$ cat config.mk
export PLATFORM = sky130hd
export DESIGN_NAME = jtframe_sdram_resp
export DESIGN_NICKNAME = d
export VERILOG_FILES = /design/src/rtl/jtframe_sdram_pkg.sv /design/src/rtl/jtframe_sdram_stats.sv /design/src/rtl/jtframe_sdram_resp.sv
export SDC_FILE = /design/constraint.sdc
export NUM_CORES = 1
export LEC_CHECK = 0
export ABC_AREA = 1
export CORE_UTILIZATION = 42
export CTS_CLUSTER_SIZE = 16
export DETAILED_ROUTE_END_ITERATION = 8
export GPL_TIMING_DRIVEN = 1
export HOLD_SLACK_MARGIN = 0.03
export PLACE_DENSITY = 0.83
export SKIP_LAST_GASP = 1
export SYNTH_ARGS = -nofsm -noshare
export SYNTH_HDL_FRONTEND = slang
export SYNTH_HIERARCHICAL = 1
export SYNTH_SLANG_ARGS = --single-unit
$ cat constraint.sdc
create_clock -name clk -period 5.65 [get_ports clk]
set_input_delay 0.8475 -clock clk [delete_from_list [all_inputs] [get_ports clk]]
set_output_delay 0.8475 -clock clk [all_outputs]
set_load 0.01 [all_outputs]
$ cat src/rtl/jtframe_sdram_pkg.sv
// Shared constants for the SDRAM response model: ring bit positions, latency bounds, read-word order.
package jtframe_sdram_pkg;

   localparam int unsigned LAT_MIN   = 5;
   localparam int unsigned LAT_MAX   = 16;
   localparam int unsigned RING_IDLE = 0;

   // 1: data_read = {word[addr+1], word[addr]} exactly as mem_din delivers it
   localparam bit DATA_LITTLE_ENDIAN = 1'b1;

   typedef enum logic {
      OP_ACCESS  = 1'b0,
      OP_REFRESH = 1'b1
   } op_e;

   function automatic int unsigned ring_rd_bit(input int unsigned lat);
      return lat - 2;
   endfunction

   function automatic int unsigned ring_last_bit(input int unsigned lat);
      return lat - 1;
   endfunction

endpackage

$ cat src/rtl/jtframe_sdram_stats.sv
// Saturating usage counters for the SDRAM response model (built only with JTFRAME_SDRAM_STATS_EN).
module jtframe_sdram_stats (
   input  logic        clk,
   input  logic        rst,
   input  logic        idle,
   input  logic        sdram_req,
   input  logic        line_clr,
   output logic [31:0] idle_cnt,
   output logic [31:0] total_cnt,
   output logic [15:0] line_idle
);

   logic clr_q;
   logic idle_hit;
   logic clr_rise;

   always_comb begin
      idle_hit = idle & ~sdram_req;
      clr_rise = line_clr & ~clr_q;
   end

   always_ff @(posedge clk or posedge rst) begin
      if (rst) begin
         clr_q     <= 1'b0;
         idle_cnt  <= 32'd0;
         total_cnt <= 32'd0;
         line_idle <= 16'd0;
      end else begin
         clr_q <= line_clr;
         if (!(&total_cnt))
            total_cnt <= total_cnt + 32'd1;
         if (idle_hit && !(&idle_cnt))
            idle_cnt <= idle_cnt + 32'd1;
         // a clear edge wins over a same-cycle idle count
         if (clr_rise)
            line_idle <= 16'd0;
         else if (idle_hit && !(&line_idle))
            line_idle <= line_idle + 16'd1;
      end
   end

endmodule

$ cat src/rtl/jtframe_sdram_resp.sv
// Fixed-latency SDRAM response model sequenced by a one-hot ring; also runs refresh slots.
// Optional statistics counters are built when JTFRAME_SDRAM_STATS_EN is defined.
module jtframe_sdram_resp
   import jtframe_sdram_pkg::*;
#(
   parameter int unsigned LATENCY = 6,
   parameter int unsigned AW      = 22
) (
   input  logic          clk,
   input  logic          rst,
   input  logic          sdram_req,
   input  logic [AW-1:0] sdram_addr,
   input  logic          sdram_rnw,
   input  logic [15:0]   data_write,
   input  logic          refresh_en,
   output logic          sdram_ack,
   output logic          data_rdy,
   output logic [31:0]   data_read,
   output logic [AW-1:0] mem_addr,
   output logic          mem_rd,
   input  logic [31:0]   mem_din,
   output logic          mem_we,
   output logic [15:0]   mem_dout,
   output logic          busy
`ifdef JTFRAME_SDRAM_STATS_EN
   ,
   input  logic          line_clr,
   output logic [31:0]   idle_cnt,
   output logic [31:0]   total_cnt,
   output logic [15:0]   line_idle
`endif
);

   localparam int unsigned RD_BIT   = ring_rd_bit(LATENCY);
   localparam int unsigned LAST_BIT = ring_last_bit(LATENCY);

   if (LATENCY < LAT_MIN || LATENCY > LAT_MAX) begin : g_bad_latency
      $error("jtframe_sdram_resp: LATENCY outside supported range");
   end

   logic [LATENCY-1:0] ring;
   logic [LATENCY-1:0] ring_nxt;
   logic [LATENCY-1:0] ring_rot;
   logic               accept;
   logic               start_ref;
   logic               is_acc;
   logic               last;
   logic               rdy_nxt;
   logic               rd_nxt;
   logic               we_nxt;
   logic               busy_nxt;
   logic               rnw_q;
   op_e                op_q;

   // Ring register; bit RING_IDLE set means idle
   always_ff @(posedge clk or posedge rst) begin
      if (rst) ring <= {{(LATENCY-1){1'b0}}, 1'b1};
      else     ring <= ring_nxt;
   end

   // Next ring position and the strobes for the following cycle
   always_comb begin
      ring_rot  = {ring[LATENCY-2:0], ring[LATENCY-1]};
      ring_nxt  = ring;
      accept    = 1'b0;
      start_ref = 1'b0;
      if (ring[RING_IDLE]) begin
         if (sdram_req) begin
            accept   = 1'b1;
            ring_nxt = ring_rot;
         end else if (refresh_en) begin
            start_ref = 1'b1;
            ring_nxt  = ring_rot;
         end
      end else begin
         ring_nxt = ring_rot;
      end
      is_acc   = (op_q == OP_ACCESS);
      last     = ring[LAST_BIT];
      rdy_nxt  = last & is_acc;
      rd_nxt   = ring_nxt[RD_BIT] & is_acc & rnw_q;
      we_nxt   = ring_nxt[LAST_BIT] & is_acc & ~rnw_q;
      busy_nxt = ~ring_nxt[RING_IDLE] | last;
   end

   always_ff @(posedge clk or posedge rst) begin
      if (rst) begin
         sdram_ack <= 1'b0;
         data_rdy  <= 1'b0;
         data_read <= 32'd0;
         mem_addr  <= '0;
         mem_rd    <= 1'b0;
         mem_we    <= 1'b0;
         mem_dout  <= 16'd0;
         busy      <= 1'b0;
         rnw_q     <= 1'b0;
         op_q      <= OP_ACCESS;
      end else begin
         sdram_ack <= accept;
         data_rdy  <= rdy_nxt;
         mem_rd    <= rd_nxt;
         mem_we    <= we_nxt;
         busy      <= busy_nxt;
         if (accept) begin
            mem_addr <= sdram_addr;
            rnw_q    <= sdram_rnw;
            mem_dout <= data_write;
            op_q     <= OP_ACCESS;
         end else if (start_ref) begin
            op_q <= OP_REFRESH;
         end
         // mem_din is valid in the cycle after mem_rd, i.e. the last ring slot
         if (rdy_nxt && rnw_q)
            data_read <= DATA_LITTLE_ENDIAN ? mem_din : {mem_din[15:0], mem_din[31:16]};
      end
   end

`ifdef JTFRAME_SDRAM_STATS_EN
   jtframe_sdram_stats u_stats (
      .clk       (clk),
      .rst       (rst),
      .idle      (ring[RING_IDLE]),
      .sdram_req (sdram_req),
      .line_clr  (line_clr),
      .idle_cnt  (idle_cnt),
      .total_cnt (total_cnt),
      .line_idle (line_idle)
   );
`endif

endmodule

## Yosys cells after proc, flatten, opt, wreduce, memory -nomap -nowiden

Cells that the tools add are included.

- Register bits after elaboration: 83
- Output and inout port bits: 75

- Equality and inequality tests: 1
- Multiplexer cells: 10
- Bitwise logic cells: 9
- Reduce and logical (&&, ||, !) cells: 2

Operator list:

| cell | count |
|---|---|
| $mux W6 | 3 |
| $mux W1 | 7 |
| $and A1 B1 Y1 | 5 |
| $ne A3 B3 Y1 const B | 1 |
| $not A1 Y1 | 3 |
| $reduce_bool A2 Y1 | 1 |
| $logic_and A1 B1 Y1 | 1 |
| $or A1 B1 Y1 | 1 |

## Longest topological paths before layout

- Depth in word-level cells: 5
- Mapped depth: 6
- Depth with buffers taken out: 5

## Least setup slack after synthesis

OpenSTA, ideal clock, no wires.

- Path type: in2reg
- Start point: input port sdram_req
- End point: register mem_we
- Library setup time: 0.071 ns
- Data arrival time: 1.316 ns
- Required time: 5.579 ns
- Setup slack: 4.262 ns
- Cell stages on the path: 5
- Cell sequence: nor2_2 nand2_1 nand2_1 nand2_1 nor2_1

- Longest elaborated chain between the ends: 4

RTL lines:

| item | RTL line | source |
|---|---|---|
| start: declaration | jtframe_sdram_resp.sv:11 | `input logic sdram_req,` |
| $mux W6 | jtframe_sdram_resp.sv:68 | `if (sdram_req) begin` |
| $mux W6 | jtframe_sdram_resp.sv:67 | `if (ring[RING_IDLE]) begin` |
| $and A1 B1 Y1 (2 in series) | jtframe_sdram_resp.sv:82 | `we_nxt = ring_nxt[LAST_BIT] & is_acc & ~rnw_q;` |
| via we_nxt | jtframe_sdram_resp.sv:50 | `logic we_nxt;` |
| end signal: assignment | jtframe_sdram_resp.sv:102 | `mem_we <= we_nxt;` |
| end: declaration | jtframe_sdram_resp.sv:22 | `output logic mem_we,` |

The timed path passes the listed nets, and every way through them passes these cells.
A chain may end at the register's enable or synchronous reset.

## Worst setup path in the final report

- Start point: input port sdram_req
- End point: register mem_dout[4]

- Longest elaborated chain between the ends: 2

RTL lines:

| item | RTL line | source |
|---|---|---|
| $mux W1 | jtframe_sdram_resp.sv:68 |  |
| $mux W1 | jtframe_sdram_resp.sv:67 |  |
| end signal: assignment | jtframe_sdram_resp.sv:107 | `mem_dout <= data_write;` |
| end: declaration | jtframe_sdram_resp.sv:23 | `output logic [15:0] mem_dout,` |

Every way passes these cells.

==> impl_metrics.tcl <==
set metrics [dict create \
    synthCells 349 \
    skew_ns 0.00785 \
    grt_max_degree 84 \
    synth-seq-cells 83 \
    max_stage_delay_ns 0.67 \
    start_util_pct 43.6 \
    layout-drive-gt1-share_pct 5.02 \
    switching_share_pct 34.1 \
    hold_buffers 0 \
    status "complete, no violations" \
    critPathCaptureType "flop" \
    clk_path_buf_depth 2 \
    finalSetupViolCount 0 \
    clkLatencyLatePin_ns 0.33 \
    area_growth_pct 55.6 \
    final_area_mm2 0.00495 \
    hold_viol 0 \
    period_minus_slack_ns 2.45 \
    setup-tns-final_ns 0 \
    seq_power_share_pct 38.1 \
    vias_per_cell 4.70 \
    track_usage_pct 19.8 \
    maxSlewViolCount 0 \
    hold_path_class "flop to flop" \
    placed_area_mm2 0.00470 \
    arrival_ns 2.72 \
    route.antenna.remaining_nets 0 \
    ys_types 17 \
    start_kind "input pin" \
    ios 150 \
    postCtsSetupBuffers 0 \
    cts_root_buf "clkbuf_8" \
    vias 2803 \
    yosysWarnings 6 \
    cts.clk_slew.worst_paths_ns 0.08 \
    htree_levels 3 \
    finalCritPeriodShare_pct 43.3 \
    path_buf_inv 2 \
    p_per_area_mw_per_mm2 555 \
    p_switching_uw 935 \
    worstMarginPinSlew_ns 1.03 \
    drc 0 \
    clockPowerShare_pct 18.3 \
    cap_violations 0 \
    fp.dieH_um 89.0 \
    critPathKind "input pin to flop" \
    grt_first_pass_wirelength_mm 11.9 \
    io_buffers 149 \
    cts-resized-gates 0 \
    clock-sinks 83 \
    gp_congestion 0.680 \
    die_x_um 89.0 \
    max_slew_margin_pct 31.4 \
    dpl.hpwl_mm 5.25 \
    antennaDiodeCount 0 \
    die_area_mm2 0.00792 \
    syn_avg_cell_area_um2 9.11 \
    p_int_uw 1810 \
    path_cells "clkdlybuf4s50_1 -> nand2_2 -> inv_2 -> nand2_1 -> nand2_1" \
    p_leak_uw 0.00244 \
    num-nets-final 568 \
    cp_top_family "buffers and inverters" \
    synth.cell_area_mm2 0.00318 \
    ir_worst_vdd_uv 304 \
    drt_first_iter_violations 49 \
    first_global_vias 2683 \
    wl_per_cell_um 12.9 \
    core_mm2 0.00729 \
    max_freq_mhz 409 \
    antenna_found_initial 0 \
    crit_path_max_fanout 41 \
    hold_ws_ns 0.474 \
    cts_made_buffers 9 \
    pwr-share-comb_pct 43.6 \
    cp_common_cell "nand2_1" \
    cts_tree "done" \
    synth_nets 424 \
    row_count 31 \
    rsz0062_at_grt "no" \
    seq_area_frac_synth_pct 65.4 \
    wl_mm 7.68 \
    grt_overflow 0 \
    firstDrtPassIters 5 \
    cp_slowest_cell "inv_2" \
    cp.required_ns 5.92 \
]
==> power groups by stage <==
| stage | clock, uW | combinational [uW] | sequential (uW) |
|---|---|---|---|
| 6_report | 503 | 1200 | 1040 |
| 5_1_grt | 540 | 1330 | 1080 |
| 4_1_cts | 515 | 1210 | 1050 |
| 3_5_place_dp | 0 | 1210 | 1050 |
| 3_3_place_gp | 0 | 1170 | 1050 |
| 2_1_floorplan | 0 | 436 | 1160 |
==> cell type report <==
| type | count | area [um2] |
|---|---|---|
| multi-input cells | 238 | 957 |
| flip-flops and latches | 83 | 2080 |
| well taps | 99 | 124 |
| clock buffers | 11 | 141 |
| clock inverters | 5 | 100 |
| inverters | 10 | 38.8 |
| fillers | 580 | 2350 |
| repair buffers | 151 | 1510 |
==> layout by cell type, fill, tap and decap left out <==
master,count
nand2_1,195
nor2_1,2
nor2_2,1
nor2_4,1
dfstp_2,1
clkbuf_1,1
o21ai_0,1
clkbuf_8,10
clkdlybuf4s50_1,149
buf_4,2
or2_2,1
inv_2,2
clkinv_2,3
dfrtp_1,82
nand2_2,1
inv_1,7
nand3_1,35
bufinv_16,3
a21boi_0,1
==> synth_stat cells, drive strengths merged <==
| cell type | instances | area [um2] |
|---|---|---|
| nor2 | 4 | 25.0 |
| a21boi | 1 | 7.51 |
| inv | 10 | 37.5 |
| o21ai | 1 | 5.00 |
| nand3 | 35 | 175 |
| dfrtp | 82 | 2050 |
| clkbuf | 1 | 3.75 |
| nand2 | 196 | 738 |
| or2 | 1 | 6.26 |
| buf | 17 | 103 |
| dfstp | 1 | 26.3 |
==> tightest hold or removal path: cells and delay by family, from the launching register on <==
family           cells  cell delay (ns)
flip-flops           1             0.34
AND/OR/NAND/NOR      2             0.10
==> registers in the layout, indices dropped and copies added, names as in the netlist <==
register and count:
data_read 32, mem_addr 22, mem_dout 16, ring 6, busy 1, data_rdy 1, mem_rd 1, mem_we 1
op_q 1, rnw_q 1, sdram_ack 1
==> path summary, 6_finish.rpt <==
check,startpoint,to,slack (ns),cells past startpoint
setup reg to reg,op_q$_DFFE_PP0P_,data_read[6]$_DFFE_PP0P_,3.37,4
hold / removal,data_read[7]$_DFFE_PP0P_,data_read[7]$_DFFE_PP0P_,0.47,2
hold reg to reg,data_read[7]$_DFFE_PP0P_,data_read[7]$_DFFE_PP0P_,0.47,2
min in group asynchronous,rst,mem_dout[1]$_DFFE_PP0P_,1.15,3
max in group asynchronous,rst,data_read[12]$_DFFE_PP0P_,3.83,3
setup / recovery,sdram_req,mem_dout[4]$_DFFE_PP0P_,3.20,5
==> routing by layer <==
| layer | wire [um] | global-route usage [%] | up-vias |
|---|---|---|---|
| met5 | 0 | 0 | - |
| met4 | 102 | 6.64 | 0 |
| met3 | 899 | 7.11 | 10 |
| met2 | 3290 | 31.7 | 139 |
| met1 | 3390 | 25.3 | 1297 |
| li1 | - | - | 1357 |
==> through the flow <==
step                instances  utilization, %  total power, uW  worst slack [ns]
floorplan                 349               -             1590              2.67
global placement          581            64.5             2220              2.92
detailed placement        581            64.5             2260              2.84
finish                    597            67.8             2740              3.20
CTS                       597            67.8             2770              3.21
global route              597            67.8             2950              3.01
==> kinds of logic after synthesis <==
family	synth area share [%]
buffers and inverters	4.53
AOI/OAI and AO/OA	0.393
DFF	65.4
and+or+nand+nor	29.7
Power figures use the tool's default switching activity.
